$ cat src/rtl/arith_pkg.sv
// Shared arithmetic definitions for the serial add/subtract datapaths.
// Holds the default operand width and the serial subtractor FSM state type.
package arith_pkg;

    localparam int unsigned ARITH_WIDTH = 16;

    typedef enum logic [1:0] {
        IDLE = 2'd0,
        BUSY = 2'd1,
        DONE = 2'd2
    } sub_state_t;

endpackage

$ cat src/rtl/full_subtractor.sv
// 1-bit full subtractor: d = x - y - bi, bo set when the bit needs a borrow.
module full_subtractor (
    input  logic x,
    input  logic y,
    input  logic bi,
    output logic d,
    output logic bo
);

    logic w_xy;

    assign w_xy = x ^ y;
    assign d    = w_xy ^ bi;
    assign bo   = (~x & y) | (~w_xy & bi);

endmodule

$ cat src/rtl/serial_subtractor_16bit.sv
// Bit-serial unsigned subtractor: diff = a - b - bin, one bit per clock, LSB first.
// Operands arrive and results leave via valid/ready handshakes.
module serial_subtractor_16bit
    import arith_pkg::*;
#(
    parameter int unsigned WIDTH = ARITH_WIDTH
) (
    input  logic             clk,
    input  logic             rst_n,
    input  logic             in_valid,
    output logic             in_ready,
    input  logic [WIDTH-1:0] a,
    input  logic [WIDTH-1:0] b,
    input  logic             bin,
    output logic             out_valid,
    input  logic             out_ready,
    output logic [WIDTH-1:0] diff,
    output logic             bout,
    output logic             busy
);

    localparam int unsigned CNT_W = $clog2(WIDTH);
    localparam logic [CNT_W-1:0] LAST_BIT = CNT_W'(WIDTH - 1);

    sub_state_t       r_state;
    sub_state_t       w_state_nxt;
    logic [WIDTH-1:0] r_a;
    logic [WIDTH-1:0] r_b;
    logic [WIDTH-1:0] r_res;
    logic             r_br;
    logic [CNT_W-1:0] r_cnt;
    logic             w_accept;
    logic             w_last;
    logic             w_d;
    logic             w_bo;

    // The single arithmetic cell, fed by the operand LSBs and the borrow flop.
    full_subtractor u_fs (
        .x  (r_a[0]),
        .y  (r_b[0]),
        .bi (r_br),
        .d  (w_d),
        .bo (w_bo)
    );

    // State register
    always_ff @(posedge clk or negedge rst_n) begin
        if (!rst_n) begin
            r_state <= IDLE;
        end else begin
            r_state <= w_state_nxt;
        end
    end

    // Next-state logic
    always_comb begin
        w_state_nxt = r_state;
        w_accept    = 1'b0;
        w_last      = 1'b0;
        case (r_state)
            IDLE: begin
                if (in_valid) begin
                    w_accept    = 1'b1;
                    w_state_nxt = BUSY;
                end
            end
            BUSY: begin
                if (r_cnt == LAST_BIT) begin
                    w_last      = 1'b1;
                    w_state_nxt = DONE;
                end
            end
            DONE: begin
                if (out_ready) begin
                    w_state_nxt = IDLE;
                end
            end
            default: begin
                w_state_nxt = IDLE;
            end
        endcase
    end

    // Datapath: operands and result shift right, borrow ripples through r_br.
    always_ff @(posedge clk or negedge rst_n) begin
        if (!rst_n) begin
            r_a   <= '0;
            r_b   <= '0;
            r_res <= '0;
            r_br  <= 1'b0;
            r_cnt <= '0;
        end else if (w_accept) begin
            r_a   <= a;
            r_b   <= b;
            r_br  <= bin;
            r_cnt <= '0;
        end else if (r_state == BUSY) begin
            r_a   <= r_a >> 1;
            r_b   <= r_b >> 1;
            r_res <= {w_d, r_res[WIDTH-1:1]};
            r_br  <= w_bo;
            // Counter holds on the final bit so it only ever wraps via reload.
            if (!w_last) begin
                r_cnt <= r_cnt + CNT_W'(1);
            end
        end
    end

    assign in_ready  = (r_state == IDLE);
    assign busy      = (r_state == BUSY);
    assign out_valid = (r_state == DONE);
    assign diff      = r_res;
    assign bout      = r_br;

endmodule

$ cat config.mk
export PLATFORM = sky130hd
export DESIGN_NAME = serial_subtractor_16bit
export DESIGN_NICKNAME = d
export VERILOG_FILES = /design/src/rtl/arith_pkg.sv /design/src/rtl/full_subtractor.sv /design/src/rtl/serial_subtractor_16bit.sv
export SDC_FILE = /design/constraint.sdc
export NUM_CORES = 1
export LEC_CHECK = 0
export CORE_MARGIN = 2
export CORE_UTILIZATION = 49
export DETAILED_ROUTE_END_ITERATION = 8
export GPL_ROUTABILITY_DRIVEN = 0
export PLACE_DENSITY = 0.89
export SYNTH_ARGS = -nofsm -noshare
export SYNTH_HDL_FRONTEND = slang
export SYNTH_SLANG_ARGS = --single-unit
export TNS_END_PERCENT = 50
$ cat constraint.sdc
create_clock -name clk -period 1.92 [get_ports clk]
set_clock_uncertainty 0.15 [all_clocks]
set_input_delay 0.384 -clock clk [delete_from_list [all_inputs] [get_ports clk]]
set_output_delay 0.384 -clock clk [all_outputs]
set_load 0.05 [all_outputs]
* Word-level counts from Yosys, hierarchy flattened
Cells that the tools add are included.
** Storage, ports and cells
- Register bits :: 55
- Input bits :: 37
- Output and inout bits :: 20
- Word-level logic and storage cells :: 44
** Cells by class
- $add $sub $neg :: 1
- Equal/unequal tests :: 7
- Multiplexer cells :: 17
- Bitwise logic cells :: 8
- Reductions and logical operators :: 5
** Operators by type and width (count)
- $mux 16 :: 4
- $mux 4 :: 3
- $mux 1 :: 6
- $mux 2 :: 3
- $pmux 2 s3 :: 1
- $add 4x1->4 const B :: 1
- $eq 4x4->1 const B :: 1
- $ne 2x1->1 const B :: 2
- $ne 2x2->1 const B :: 2
- $reduce_and 2->1 :: 2
- $not 1->1 :: 3
- $reduce_and 3->1 :: 1
- $and 1x1->1 :: 2
- $eq 2x1->1 const B :: 1
- $eq 2x2->1 const B :: 1
- $logic_not 2->1 :: 1
- $reduce_bool 2->1 :: 1
- $xor 1x1->1 :: 2
- $or 1x1->1 :: 1

* Longest topological paths before layout
Gate-level depths: netlist of the first run.
- Depth after elaboration :: 6
- Mapped depth :: 6
- Depth with buffers taken out :: 4

* By module
From an unflattened synthesis of the first run, not the netlist that was laid out.
** Second synthesis, totals
- Cell total of the unflattened synthesis :: 243
- Area total of the unflattened synthesis :: 2314.7 um^2
** By module, submodules not included
- serial_subtractor_16bit :: instances 1, cells each 239, area an instance 2283.4 um^2, seq. area each 1376.3 um^2
- full_subtractor :: instances 1, cells each 4, area an instance 31.3 um^2, seq. area each 0.0 um^2

* Least setup slack after synthesis of the first run
Ideal clock, no wire load.
- Path type :: flip-flop to output port
- Start :: register r_state[0]
- End :: output out_valid
- Arrival time :: 1.157 ns
- Data required time :: 1.386 ns
- Slack :: 0.229 ns
- Cell stages (with the launch flop) :: 2
- Buffers on the path :: 0
- Cells stage by stage :: dfrtp_1 nor2b_1
** On the way
- Longest elaborated chain between the ends :: 1
** Ends and longest elaborated chain
- start, declared :: line serial_subtractor_16bit.sv:25 : sub_state_t r_state;
- start signal, assigned :: line serial_subtractor_16bit.sv:51 : r_state <= w_state_nxt;
- $eq 2x2->1 :: line serial_subtractor_16bit.sv:111 : assign out_valid = (r_state == DONE);
- end, declared :: line serial_subtractor_16bit.sv:15 : output logic out_valid,
Every way passes these cells.

* Final worst setup path of the first run
- Start :: register r_state[1]
- End :: output busy
** On the way
- Longest elaborated chain between the ends :: 1
** Ends and longest elaborated chain
- $eq 2x1->1 :: line serial_subtractor_16bit.sv:110 : assign busy = (r_state == BUSY);
- end, declared :: line serial_subtractor_16bit.sv:19 : output logic busy
Every way passes these cells.

==> flow_summary.ini, run 1 <==
[outcome]
status = finished, final reports clean

[power_and_ir_drop]
power.internal_mw = 2.915
power_density_nw_per_um2 = 1663
power_frac_clock = 0.152
peakVddDrop_mv = 0.6654
p_sw_frac = 0.4287
power_frac_seq = 0.391
p_sw_mw = 2.188
comb_power_share = 0.456
p_leak_nw = 1.541

[layout]
syn2layout_area_growth_pct = 32.04
layout_common_cells = nand2_1 (115), dfrtp_1 (55), clkdlybuf4s50_1 (35)
fin_cells = 356
layout-drive-gt1-share = 0.1424
diodes = 0
finish.instance_area_um2 = 3068
fill_cells = 350
multiInputGateArea_um2 = 850.8
regArea_um2 = 1376
nets = 340
final_common_cell = nand2_1

[clock_tree]
cts.clk_slew.worst_paths_ps = 100
cts_tree = built
h-tree-depth = 2
cts_made_buffers = 5
root_buffer = clkbuf_8
clockBufferDepth = 2
clock_latency_ps = 310
post_cts_buffers = 0
clock-sinks = 55

[floorplan]
num_rows = 25
ios = 57
dieArea_um2 = 5309
fp.dieW_um = 72.86
dieHeight_um = 72.86
design.core.area_um2 = 4661
start_util = 0.4985

[sta]
setup_viol = 0
max_freq_mhz = 543.0
post-route-min-period_ps = 1842
finalHoldWorstSlack_ps = 334.6
max-slew-margin-rel = 0.7512
worst_slew_pin_slew_ps = 372.9
hold_viol_final = 0
finalCritPeriodShare = 0.9591
rsz0062_at_grt = false
slew_violations = 0

[detailed_routing]
drt_iter0_drc = 121
vias = 1866
routed_wl_mm = 4.905
vias_per_cell = 5.242
drc = 0
avgRoutedWirePerCell_um = 13.78
ant_nets = 0
dr.pass1.iters = 4

[worst_setup_path]
crit_arrival_ps = 1310
r2r_slack_ps = 380
critPathSlowestCell = dfrtp_1
cp_top_family = flip-flops
criticalPathCategory = reg -> out
r2r-start = r_state[0]
crit_required_ps = 1390
crit_buf_inv = 2
max_stage_delay_ps = 440
critical_path.cell_chain = nand2b_2 -> inv_4 -> buf_12
start_kind = register
critical_path_peak_fanout = 14
r2r_cells = 4
crit_path_end_kind = primary output
r2r-end = r_a[7]

[synthesis]
synth.avg_cell_area_um2 = 9.641
synthesis.area_um2 = 2323
synthCells = 241
synth_nets = 280
ys_ff_latch = 55
yosysWarnings = 0
yosysSeqAreaShare = 0.5924
synth.distinct_cells = 28

[grt]
antenna_found_initial = 0
grt_util_all_layers = 0.1980
grt_max_degree = 56
grt_overflow = 0
grt_pass1_vias = 1838
grt_pass1_wl_mm = 8.197

[flow_run]
cap_viol_max_count = 0

[worst_hold_path]
hold_depth = 2
min_from = r_b[0]
worstHoldPathType = reg -> reg
min_to = r_b[0]

[placement]
placed_area_um2 = 2940
dp_cells = 347
numPortBuffers = 56
dpl.hpwl_mm = 3.490
## logic make-up after synthesis
logic type | after synthesis | share of synthesized area
flops | 55 | 0.5924
mux | 2 | 0.009154
compound gates | 38 | 0.1217
fa+ha+maj | 2 | 0.01400
simple gates | 126 | 0.2170
buf+inv | 18 | 0.04577
## repair_timing
action | CTS | global route
resized for setup | 0 | 2
hold endpoints to repair | 55 | 0
endpoints found under the setup margin | 0 | 1
hold buffers | 1 | 0
## power groups by stage
stage / Clock (mW) / Combinational, mW / Sequential [mW]
4_1_cts: 0.791 / 2.35 / 2.00
3_5_place_dp: 0 / 2.34 / 2.01
3_3_place_gp: 0 / 2.23 / 1.98
5_1_grt: 0.837 / 2.54 / 2.06
6_report: 0.778 / 2.33 / 2.00
2_1_floorplan: 0 / 1.17 / 2.41
## layer usage
metal	GRT usage	share of wire	up-vias
li1	-	-	911
met2	0.3253	0.50	45
met1	0.2612	0.44	904
met4	0.05556	0.0098	0
met5	0	0	-
met3	0.05110	0.045	6
## worst max-delay path by stage
stage                          start   endpoint  slack (ps)  depth (start not counted)
final                     r_state[1]       busy          80                          3
after global routing      r_state[1]       busy          20                          3
after CTS                 r_state[1]       busy           4                          3
after detailed placement    in_valid     r_a[7]          -6                          5
after global placement      in_valid    r_a[13]          40                          5
after floorplan           r_state[0]  out_valid         230                          1
## cell type report
class / count / area share
Sequential cell: 55 / 0.4486
Multi-Input combinational cell: 168 / 0.2773
Timing Repair Buffer: 67 / 0.2088
Clock buffer: 5 / 0.02243
Tap cell: 54 / 0.02202
Clock inverter: 3 / 0.01509
Inverter: 4 / 0.005710
## registers in the layout (all words and copies together), names as in the netlist
name	flops
r_cnt	4
bout	1
r_state	2
diff	16
r_a	16
r_b	16
## tightest hold or removal path: cells and delay by family, from the launching register on
family           cells  cell delay (ps)
flip-flops           1              360
AND/OR/NAND/NOR      2              100
## metrics by stage
stage / util / setup WS, ps / TNS (ps) / total power, mW
floorplan: - / 228.8 / 0 / 3.580
CTS: 0.6577 / 4.074 / 0 / 5.138
global route: 0.6583 / 21.95 / 0 / 5.437
finish: 0.6583 / 78.44 / 0 / 5.103
global placement: 0.6309 / 38.43 / 0 / 4.215
detailed placement: 0.6309 / -6.049 / -29.91 / 4.354
## Yosys cell counts
cell         n  area share
nand2_1    115        0.19
dfrtp_1     55        0.59
a22oi_1     30       0.097
buf_2        7       0.015
buf_6        3       0.015
inv_1        3      0.0048
buf_4        2      0.0065
clkbuf_1     2      0.0032
nor2_1       2      0.0032
nor2b_1      2      0.0054
nor3_1       2      0.0043
o21ai_1      2      0.0043
a21o_1       1      0.0032
a21oi_1      1      0.0022
a221o_1      1      0.0043
a41oi_1      1      0.0038
and4b_1      1      0.0043
fa_1         1      0.0086
ha_1         1      0.0054
inv_2        1      0.0016
mux2_1       1      0.0048
mux2i_1      1      0.0043
nand2b_2     1      0.0038
nand3_1      1      0.0022
nor3b_2      1      0.0054
nor4_1       1      0.0027
o21bai_1     1      0.0032
o2bb2ai_1    1      0.0038
No activity file was read; power rests on OpenSTA's default activity.
==> inputs of run 2 (changes only) <==
- CTS_CLUSTER_SIZE: unset -> 10
- MAX_ROUTING_LAYER: unset -> met4
- SLEW_MARGIN: unset -> 20
==> flow_summary.ini, run 2 (same netlist as run 1, synthesis figures left out) <==
[worst_setup_path]
critical_path_peak_fanout = 14
crit_path_end_kind = primary output
criticalPathCategory = reg -> out
start_kind = register
crit_required_ps = 1390
crit_arrival_ps = 1310
r2r_slack_ps = 380

[outcome]
status = finished, final reports clean

[placement]
placed_area_um2 = 2940
dp_cells = 347
place_ws_ps = -6.049
numPortBuffers = 56
dpl.hpwl_mm = 3.490

[flow_run]
cap_viol_max_count = 0

[grt]
grt_overflow = 0
grt_util_all_layers = 0.2042
grt_pass1_vias = 1834
grt_pass1_wl_mm = 8.211
antenna_found_initial = 0
grt_max_degree = 56

[sta]
max-slew-margin-rel = 0.7513
fin_ws_ps = 80.47
finalCritPeriodShare = 0.9581
finalHoldWorstSlack_ps = 334.7
setup_viol = 0
slew_violations = 0
hold_viol_final = 0
worst_slew_pin_slew_ps = 372.7
rsz0062_at_grt = false
max_freq_mhz = 543.6
post-route-min-period_ps = 1840

[layout]
finish.instance_area_um2 = 3068
fin_cells = 356
syn2layout_area_growth_pct = 32.04
layout_common_cells = nand2_1 (115), dfrtp_1 (55), clkdlybuf4s50_1 (35)
final_common_cell = nand2_1
nets = 340
diodes = 0
layout-drive-gt1-share = 0.1424

[clock_tree]
post_cts_buffers = 0
cts_tree = built
clockBufferDepth = 2
cts_made_buffers = 5
clock_latency_ps = 310
h-tree-depth = 2
cts.clk_slew.worst_paths_ps = 100
root_buffer = clkbuf_8
clock-sinks = 55

[floorplan]
dieArea_um2 = 5309
num_rows = 25
design.core.area_um2 = 4661
start_util = 0.4985
ios = 57
dieHeight_um = 72.86
fp.dieW_um = 72.86

[power_and_ir_drop]
peakVddDrop_mv = 0.6652
p_leak_nw = 1.541
power_density_nw_per_um2 = 1664

[detailed_routing]
ant_nets = 0
avgRoutedWirePerCell_um = 13.80
drt_iter0_drc = 120
drc = 0
vias_per_cell = 5.230
routed_wl_mm = 4.913
dr.pass1.iters = 4
vias = 1862

[worst_hold_path]
worstHoldPathType = reg -> reg
[run 2: cell counts in the layout (fill, tap and decap cells not counted)]
No cell type changed its count.
[run 2: cell type report]
| class | instances | area, µm² |
|---|---|---|
| Timing Repair Buffer | 67 | 640.6 |
| Tap cell | 54 | 67.56 |
| Clock inverter | 3 | 46.29 |
| Inverter | 4 | 17.52 |
| Clock buffer | 5 | 68.82 |
| Fill cell | 350 | 1593 |
| Sequential cell | 55 | 1376 |
| Multi-Input combinational cell | 168 | 850.8 |
[run 2: what timing repair did]
action,CTS,global route
resized for setup,0,2
hold endpoints to repair,55,0
hold buffers,1,0
endpoints found under the setup margin,0,1
[run 2: per-layer routing]
metal / wire length (µm) / GRT usage / vias up / share of wire
met5: 0 / - / - / 0
met2: 2465 / 0.3253 / 43 / 0.50
met1: 2198 / 0.2639 / 902 / 0.45
li1: - / - / 911 / -
met4: 48 / 0.05556 / 0 / 0.0098
met3: 199 / 0.04834 / 6 / 0.041
[run 2: path summary, 6_finish.rpt]
kind / startpoint / end / cells after the start
max: r_state[1] / busy / 3
min: r_b[0] / r_b[0] / 2
max reg2reg: r_state[0] / r_a[7] / 4
min reg2reg: r_b[0] / r_b[0] / 2
max in group asynchronous: rst_n / r_b[2] / 3
min in group asynchronous: rst_n / diff[5] / 3
[run 2: stage by stage]
stage,power [mW],utilization,TNS [ps]
final,5.104,0.6583,0
after global routing,5.439,0.6583,0
after CTS,5.138,0.6577,0
after detailed placement,4.354,0.6309,-29.91
after global placement,4.215,0.6309,0
after floorplan,3.580,-,0
[run 2: where the power goes]
group          internal [mW]  switching, mW  total, mW
clock network          0.393          0.385      0.779
registers               1.65          0.346       2.00
logic                  0.872           1.46       2.33
total                   2.92           2.19       5.10
[run 2: critical path, cell delays in order, from the launching register on]
cell and delay [ps]:
dfrtp_1 440, nand2b_2 230, inv_4 160, buf_12 160
